File: config.mk
export PLATFORM = sky130hd
export DESIGN_NAME = pwm_bank
export DESIGN_NICKNAME = d
export VERILOG_FILES = /design/src/rtl/pwm_bank.sv
export SDC_FILE = /design/constraint.sdc
export NUM_CORES = 1
export LEC_CHECK = 0
export CAP_MARGIN = 20
export CORE_ASPECT_RATIO = 0.8
export CORE_MARGIN = 8
export CORE_UTILIZATION = 50
export CTS_CLUSTER_DIAMETER = 50
export DETAILED_ROUTE_END_ITERATION = 8
export PLACE_DENSITY_LB_ADDON = 0.25
export SLEW_MARGIN = 0
export SYNTH_ARGS = -nofsm -noshare
export SYNTH_HDL_FRONTEND = slang
export SYNTH_SLANG_ARGS = --single-unit
File: constraint.sdc
create_clock -name clk -period 2.55 [get_ports clk]
set_clock_uncertainty 0.2 [all_clocks]
set_input_delay 0.51 -clock clk [delete_from_list [all_inputs] [get_ports clk]]
set_output_delay 0.51 -clock clk [all_outputs]
set_load 0.02 [all_outputs]
File: src/rtl/pwm_bank.sv
// Memory-mapped bank of PWM generators with a shared prescaler and period counter.
// Ports: clk, reset_n, wr_en/wr_addr/wr_data, rd_en/rd_addr -> rd_data/rd_hit, pwm_out, wrap_pulse.
module pwm_bank #(
   parameter int                   NUM_CHANNELS = 4,
   parameter int                   DATA_BITS    = 8,
   parameter int                   ADDR_BITS    = 8,
   parameter logic [ADDR_BITS-1:0] BASE_ADDR    = 8'hF0
) (
   input  logic                    clk,
   input  logic                    reset_n,
   input  logic                    wr_en,
   input  logic [ADDR_BITS-1:0]    wr_addr,
   input  logic [DATA_BITS-1:0]    wr_data,
   input  logic                    rd_en,
   input  logic [ADDR_BITS-1:0]    rd_addr,
   output logic [DATA_BITS-1:0]    rd_data,
   output logic                    rd_hit,
   output logic [NUM_CHANNELS-1:0] pwm_out,
   output logic                    wrap_pulse
);

   localparam logic [ADDR_BITS-1:0] WIN = ADDR_BITS'(4 + NUM_CHANNELS);

   logic                    en_q, en_d;
   logic [DATA_BITS-1:0]    pre_q, pre_d;
   logic [DATA_BITS-1:0]    per_sh_q, per_sh_d;
   logic [DATA_BITS-1:0]    per_act_q, per_act_d;
   logic [NUM_CHANNELS-1:0] chen_q, chen_d;
   logic [DATA_BITS-1:0]    cmp_sh_q  [NUM_CHANNELS];
   logic [DATA_BITS-1:0]    cmp_sh_d  [NUM_CHANNELS];
   logic [DATA_BITS-1:0]    cmp_act_q [NUM_CHANNELS];
   logic [DATA_BITS-1:0]    cmp_act_d [NUM_CHANNELS];
   logic [DATA_BITS-1:0]    pre_cnt_q, pre_cnt_d;
   logic [DATA_BITS-1:0]    cnt_q, cnt_d;
   logic [NUM_CHANNELS-1:0] pwm_q, pwm_d;
   logic                    wrap_q, wrap_d;
   logic [DATA_BITS-1:0]    rd_data_q, rd_data_d;
   logic                    rd_hit_q, rd_hit_d;

   logic [ADDR_BITS-1:0]    wr_off, rd_off;
   logic                    wr_hit, rd_in;
   logic                    pre_wr, force_upd;
   logic                    tick, wrap, load;
   logic [DATA_BITS-1:0]    rd_val;

   assign wr_off = wr_addr - BASE_ADDR;
   assign rd_off = rd_addr - BASE_ADDR;
   assign wr_hit = wr_en && (wr_off < WIN);
   assign rd_in  = rd_off < WIN;

   // Register writes into the configuration and shadow registers
   always_comb begin
      en_d      = en_q;
      pre_d     = pre_q;
      per_sh_d  = per_sh_q;
      chen_d    = chen_q;
      pre_wr    = 1'b0;
      force_upd = 1'b0;
      for (int i = 0; i < NUM_CHANNELS; i++) begin
         cmp_sh_d[i] = cmp_sh_q[i];
      end
      if (wr_hit) begin
         if (wr_off == ADDR_BITS'(0)) begin
            en_d      = wr_data[0];
            force_upd = wr_data[1];
         end
         if (wr_off == ADDR_BITS'(1)) begin
            pre_d  = wr_data;
            pre_wr = 1'b1;
         end
         if (wr_off == ADDR_BITS'(2)) per_sh_d = wr_data;
         if (wr_off == ADDR_BITS'(3)) chen_d = wr_data[NUM_CHANNELS-1:0];
         for (int i = 0; i < NUM_CHANNELS; i++) begin
            if (wr_off == ADDR_BITS'(4 + i)) cmp_sh_d[i] = wr_data;
         end
      end
   end

   // Prescaler, period counter and shadow-to-active transfer
   always_comb begin
      tick = en_q && (pre_cnt_q == pre_q);
      // >= keeps the counter bounded even if the active period shrank
      wrap = tick && (cnt_q >= per_act_q);

      if (!en_q || pre_wr || force_upd) pre_cnt_d = '0;
      else if (tick)                    pre_cnt_d = '0;
      else                              pre_cnt_d = pre_cnt_q + 1'b1;

      if (!en_q || force_upd) cnt_d = '0;
      else if (wrap)          cnt_d = '0;
      else if (tick)          cnt_d = cnt_q + 1'b1;
      else                    cnt_d = cnt_q;

      // Loading from the _d shadows lets a write in the wrap cycle land directly
      load      = wrap || !en_q || force_upd;
      per_act_d = load ? per_sh_d : per_act_q;
      for (int i = 0; i < NUM_CHANNELS; i++) begin
         cmp_act_d[i] = load ? cmp_sh_d[i] : cmp_act_q[i];
         pwm_d[i]     = en_q && chen_q[i] && (cnt_q < cmp_act_q[i]);
      end
      wrap_d = wrap;
   end

   // Readback returns shadow values; FORCE_UPD always reads 0
   always_comb begin
      rd_val = '0;
      if (rd_off == ADDR_BITS'(0)) rd_val[0] = en_q;
      if (rd_off == ADDR_BITS'(1)) rd_val = pre_q;
      if (rd_off == ADDR_BITS'(2)) rd_val = per_sh_q;
      if (rd_off == ADDR_BITS'(3)) rd_val[NUM_CHANNELS-1:0] = chen_q;
      for (int i = 0; i < NUM_CHANNELS; i++) begin
         if (rd_off == ADDR_BITS'(4 + i)) rd_val = cmp_sh_q[i];
      end
      rd_hit_d  = rd_en && rd_in;
      rd_data_d = rd_data_q;
      if (rd_en) rd_data_d = rd_in ? rd_val : '0;
   end

   always_ff @(posedge clk) begin
      if (!reset_n) begin
         en_q      <= 1'b0;
         pre_q     <= '0;
         per_sh_q  <= '1;
         per_act_q <= '1;
         chen_q    <= '0;
         pre_cnt_q <= '0;
         cnt_q     <= '0;
         pwm_q     <= '0;
         wrap_q    <= 1'b0;
         rd_data_q <= '0;
         rd_hit_q  <= 1'b0;
         for (int i = 0; i < NUM_CHANNELS; i++) begin
            cmp_sh_q[i]  <= '0;
            cmp_act_q[i] <= '0;
         end
      end else begin
         en_q      <= en_d;
         pre_q     <= pre_d;
         per_sh_q  <= per_sh_d;
         per_act_q <= per_act_d;
         chen_q    <= chen_d;
         pre_cnt_q <= pre_cnt_d;
         cnt_q     <= cnt_d;
         pwm_q     <= pwm_d;
         wrap_q    <= wrap_d;
         rd_data_q <= rd_data_d;
         rd_hit_q  <= rd_hit_d;
         for (int i = 0; i < NUM_CHANNELS; i++) begin
            cmp_sh_q[i]  <= cmp_sh_d[i];
            cmp_act_q[i] <= cmp_act_d[i];
         end
      end
   end

   assign rd_data    = rd_data_q;
   assign rd_hit     = rd_hit_q;
   assign pwm_out    = pwm_q;
   assign wrap_pulse = wrap_q;

endmodule

==> flow_summary_export.csv, run 1 <==
group,metric,value,unit
floorplan,die_width,141,µm
synth,synth_ff_type,"dfxtp_1",
clocking,root_buffer,"clkbuf_16",
cells_and_area,num-nets-final,793,
cells_and_area,fin_util,64.0,%
clocking,cts_max_level,4,
power,peakVddDrop,0.490,mV
clocking,cts_buffer_depth,2,
detailed_routing,drt-initial-drc-count,484,
clocking,hold_buffers,0,
detailed_routing,drc_errors,0,
synth,ys_types,61,
grt,grt_max_degree,29,
clocking,cts_tree,"built",
synth,synthArstFlopShare,0,%
floorplan,die_h,116,µm
synth,synth_area,6250,µm²
floorplan,num_rows,36,
critical_path,cp.arrival,2.58,ns
clocking,cts_inserted_buffers,17,
cells_and_area,num_antenna_cells,0,
synth,synth_nets,716,
floorplan,start_util,51.2,%
synth,synth_area_per_cell,9.62,µm²
timing,slew_headroom,68.7,%
critical_path,critical_path_class,"flop to flop",
synth,yosysSeqAreaShare,39.4,%
critical_path,endpoint_kind,"flop",
grt,grt_usage,21.6,%
place,dp_slack,-0.162,ns
grt,first_global_vias,5113,
place,dp.cells,876,
synth,yosysWarnings,0,
detailed_routing,vias,5081,
timing,postLayoutSetupSlackWorst,0.0672,ns
detailed_routing,detail-route-antenna-nets,0,
critical_path,start_kind,"flop",
synth,synth.top_cell.area_share,39.4,%
cells_and_area,area_growth,25.0,%
detailed_routing,drt-total-wl,17300,µm
synth,postSynthCellCount,650,
place,detailed_place_hpwl,12900,µm
detailed_routing,first_pass_iters,5,
cells_and_area,nFillCells,966,
clocking,clk_latency,0.42,ns
clocking,clk_pin_slew,0.06,ns
detailed_routing,wl_per_cell,18.9,µm
timing,rsz0062_at_grt,"false",
power,p_leak,3.29,nW
floorplan,dieArea,16400,µm²
synth,yosys-top-cells-area,"dfxtp_1 (39%), mux2_4 (9.6%), mux2i_1 (7.7%), ha_1 (7.6%), nor2_1 (5.4%)",
power,p_per_area,601,nW/µm²
timing,min_period_over_period,97.4,%
grt,grt-ovfl-total,0,
timing,report.final.slew_viol_count,0,
min_path,hp-class,"flop to flop",
timing,fin_setup_tns,0,ns
floorplan,core_area,12200,µm²
cells_and_area,drive_gt1_share,19.7,%
timing,timing.fmax,403,MHz
cells_and_area,final_cell_mix,"dfxtp_1 (122), nor2_1 (90), nand2_1 (54), mux2i_1 (48), inv_1 (42)",
synth,yosys.area.top_type,"dfxtp_1",
critical_path,cp_max_fo,15,
grt,grt_pass1_wl,27000,µm
cells_and_area,post_layout_nonfiller_instances,911,
critical_path,r2r_slack,0.07,ns
run_status,status,"finished clean",
floorplan,boundaryPins,42,
synth,synth-edff-count,0,
place,port_buffers,41,
synth,ys_ff_latch,123,
detailed_routing,viasPerCell,5.58,
timing,finalHoldViolCount,0,
flow_run,max_cap_viol_count,0,
timing,worst_slew_pin_slew,0.468,ns
timing,setup_viol,0,
grt,antenna_found_initial,0,
place,gp_congestion,0.894,
timing,min_period,2.48,ns
cells_and_area,mostFrequentLayoutCell,"dfxtp_1",
critical_path,worstPathRequired,2.65,ns
clocking,cts_sinks,123,
[worst max-delay path, cell delays in order (launching register included)]
cell      delay [ns]
dfxtp_1         0.31
inv_1           0.06
ha_1            0.19
a2111o_1        0.47
o311ai_4        0.38
o211ai_4        0.13
buf_12          0.16
buf_12          0.16
mux2_4          0.30
[power by group]
group,total [mW],internal [mW],switching [mW],leakage [nW]
logic,0.192,0.0843,0.108,2.01
clock network,2.58,1.66,0.916,0.295
registers,1.93,1.92,0.00131,0.991
total,4.69,3.67,1.03,3.29
[timing repair]
item,4_1_cts,5_1_grt
cloned,1,0
gates resized for setup,4,1
setup endpoints to repair,26,39
buffers inserted,2,0
pin swaps,4,2
[flip-flops by register name, indices dropped and copies added (netlist names)]
| name | count |
|---|---|
| rd_data | 8 |
| rd_hit | 1 |
| wrap_pulse | 1 |
| pwm_out | 4 |
| pre_cnt_q | 8 |
| cnt_q | 8 |
| en_q | 1 |
| cmp_act_q | 32 |
| per_sh_q | 8 |
| pre_q | 8 |
| per_act_q | 8 |
| cmp_sh_q | 32 |
| chen_q | 4 |
[final cells by class]
| cell class | instances | area [µm²] | area share (%) |
|---|---|---|---|
| clock inverters | 14 | 194 | 2.48 |
| repair buffers | 88 | 905 | 11.6 |
| inverters | 44 | 165 | 2.11 |
| well taps | 171 | 214 | 2.74 |
| flip-flops and latches | 123 | 2460 | 31.5 |
| multi-input cells | 453 | 3430 | 43.9 |
| clock buffers | 18 | 439 | 5.62 |
[per-layer routing]
| layer | GRT usage (%) | part of all wire [%] | routed length [µm] | up-vias |
|---|---|---|---|---|
| met5 | 0 | 0 | 0 | - |
| met4 | 8.93 | 2.5 | 432 | 0 |
| met3 | 4.98 | 6.8 | 1170 | 32 |
| met2 | 35.3 | 47 | 8040 | 193 |
| met1 | 27.1 | 44 | 7610 | 2445 |
| li1 | - | - | - | 2411 |
[stage by stage]
stage / hold WS, ns / power, mW / cell area (µm²)
6_report: 0.253 / 4.70 / 7820
5_1_grt: 0.283 / 4.82 / 7820
4_1_cts: 0.259 / 4.70 / 7810
3_5_place_dp: 0.246 / 2.15 / 7100
3_3_place_gp: 0.240 / 2.15 / 7100
2_1_floorplan: 0.237 / 2.05 / 6250
[cells by family after synthesis]
group | synth area share (%)
flip-flops | 39.4
adder cells (fa/ha/maj) | 7.60
AND/OR/NAND/NOR | 15.8
buffers and inverters | 5.94
AO/OA/AOI/OAI | 10.1
XOR/XNOR | 1.96
multiplexers | 19.3
[cells in the mapped netlist, types with 4 or more instances]
| cell type | instances |
|---|---|
| o21a_1 | 6 |
| inv_1 | 43 |
| nand3_1 | 24 |
| or3_1 | 4 |
| a221oi_1 | 5 |
| mux2_2 | 5 |
| ha_1 | 38 |
| xor2_1 | 4 |
| dfxtp_1 | 123 |
| buf_6 | 6 |
| nand2_1 | 54 |
| and2_1 | 4 |
| o21ai_0 | 21 |
| nor2_1 | 90 |
| clkbuf_1 | 10 |
| mux2i_1 | 48 |
| a21oi_1 | 22 |
| nand4_1 | 4 |
| mux2_4 | 40 |
| and3_1 | 4 |
| buf_2 | 5 |
| a21boi_0 | 6 |
| or2_2 | 6 |
| nand2b_1 | 5 |
| xnor2_1 | 10 |
[final timing paths]
check	start	to	depth (start not counted)
setup / recovery	per_act_q[4]	cmp_act_q[2][0]	8
hold / removal	rd_data[1]	rd_data[1]	2
setup reg to reg	per_act_q[4]	cmp_act_q[2][0]	8
hold reg to reg	rd_data[1]	rd_data[1]	2
Power figures use the tool's default switching activity.
==> inputs of run 2 (changes only) <==
==> constraint.sdc (replaced) <==
create_clock -name clk -period 2.75 [get_ports clk]
set_clock_uncertainty 0.2 [all_clocks]
set_input_delay 0.55 -clock clk [delete_from_list [all_inputs] [get_ports clk]]
set_output_delay 0.55 -clock clk [all_outputs]
set_load 0.02 [all_outputs]
==> flow_summary_export.csv, run 2 (same netlist as run 1, synthesis figures left out) <==
group,metric,value,unit
grt,grt-ovfl-total,0,
detailed_routing,drc_errors,0,
cells_and_area,drive_gt1_share,18.4,%
timing,min_period,2.52,ns
clocking,cts_max_level,4,
critical_path,cp_max_fo,24,
cells_and_area,mostFrequentLayoutCell,"dfxtp_1",
cells_and_area,top_regs,"cmp_act_q (32), cmp_sh_q (32)",
grt,grt_max_degree,55,
place,placed_cell_area,7050,µm²
floorplan,core_area,12200,µm²
detailed_routing,drt-initial-drc-count,421,
cells_and_area,area_growth,22.3,%
run_status,status,"finished clean",
grt,first_global_vias,4981,
critical_path,slowest_delay,0.43,ns
floorplan,num_rows,36,
critical_path,critical_path_class,"flop to flop",
place,port_buffers,41,
detailed_routing,wl_met2,7790,µm
clocking,cts_sinks,123,
detailed_routing,wl_met1,7490,µm
power,peakVddDrop,0.553,mV
timing,worst_hold_slack,0.250,ns
timing,fin_setup_tns,0,ns
floorplan,die_width,141,µm
timing,report.final.slew_viol_count,0,
critical_path,endpoint_kind,"flop",
detailed_routing,detail-route-antenna-nets,0,
floorplan,die_h,116,µm
critical_path,cp_slowest_cell,"a2111o_1",
floorplan,boundaryPins,42,
cells_and_area,nFillCells,1006,
clocking,cts_buffer_depth,2,
grt,grt_usage,21.1,%
cells_and_area,finish.instance_area,7650,µm²
clocking,cts_inserted_buffers,17,
clocking,hold_buffers,0,
timing,postLayoutSetupSlackWorst,0.230,ns
detailed_routing,first_pass_iters,5,
critical_path,start_kind,"flop",
detailed_routing,drt-total-wl,16500,µm
critical_path,worstPathRequired,2.85,ns
place,dp.cells,872,
timing,worst_slew_pin_slew,0.516,ns
detailed_routing,viasPerCell,5.46,
clocking,clk_latency,0.42,ns
clocking,root_buffer,"clkbuf_16",
clocking,postCtsSetupBuffers,0,
grt,grt_pass1_wl,26400,µm
timing,setup_viol,0,
timing,finalHoldViolCount,0,
timing,min_period_over_period,91.6,%
power,total_power,4.20,mW
critical_path,crit_family,"compound AO/OA/AOI/OAI gates",
detailed_routing,routed.top_layer,"met4",
cells_and_area,final_cell_mix,"dfxtp_1 (123), nor2_1 (90), nand2_1 (54), mux2i_1 (48), inv_1 (43)",
clocking,cts_tree,"built",
floorplan,start_util,51.2,%
grt,antenna_found_initial,0,
cells_and_area,post_layout_nonfiller_instances,904,
critical_path,cp.arrival,2.62,ns
detailed_routing,vias,4939,
cells_and_area,fin_util,62.7,%
clocking,clk_pin_slew,0.06,ns
timing,slew_headroom,65.5,%
power,p_leak,3.22,nW
power,p_per_area,549,nW/µm²
cells_and_area,num_antenna_cells,0,
critical_path,cp.buffers_inverters,2,
place,gp_congestion,0.891,
place,dp_slack,-0.0367,ns
detailed_routing,wl_per_cell,18.3,µm
critical_path,path_cells,"inv_1, ha_1, a2111o_1, o311ai_4, o211ai_4, buf_12, mux2_4",
cells_and_area,num-nets-final,786,
flow_run,max_cap_viol_count,0,
detailed_routing,wl_met3,1070,µm
place,detailed_place_hpwl,12500,µm
clocking,cts_resized,0,
min_path,hp-class,"flop to flop",
timing,timing.fmax,397,MHz
floorplan,dieArea,16400,µm²
timing,rsz0062_at_grt,"false",
==> run 2: path summary, 6_finish.rpt <==
path,depth (start not counted),endpoint,slack [ns],startpoint
setup / recovery,7,cmp_act_q[2][0],0.23,per_act_q[5]
hold / removal,2,rd_data[5],0.25,rd_data[5]
setup reg to reg,7,cmp_act_q[2][0],0.23,per_act_q[5]
hold reg to reg,2,rd_data[5],0.25,rd_data[5]
==> run 2: final cells by class <==
type | instances | area, µm² | share of cell area (%)
clock inverter | 14 | 163 | 2.13
timing repair buffer | 81 | 786 | 10.3
sequential | 123 | 2460 | 32.2
multi-input combinational | 453 | 3420 | 44.7
clock buffer | 18 | 439 | 5.74
inverter | 44 | 165 | 2.16
tap | 171 | 214 | 2.80
==> run 2: per-layer routing <==
metal | up-vias | global-route usage, %
met5 | - | 0
met4 | 0 | 6.64
met3 | 19 | 4.94
met2 | 152 | 34.3
met1 | 2372 | 27.4
li1 | 2396 | -
==> run 2: where the power goes <==
group	switching, mW	internal, mW
Clock	0.866	1.37
Combinational	0.0964	0.0759
Sequential	0.00123	1.78
==> run 2: worst register-to-register path, cell delays in order (launching register included) <==
cell      delay, ns
dfxtp_1        0.30
inv_1          0.07
ha_1           0.32
a2111o_1       0.43
o311ai_4       0.39
o211ai_4       0.15
buf_12         0.20
mux2_4         0.35
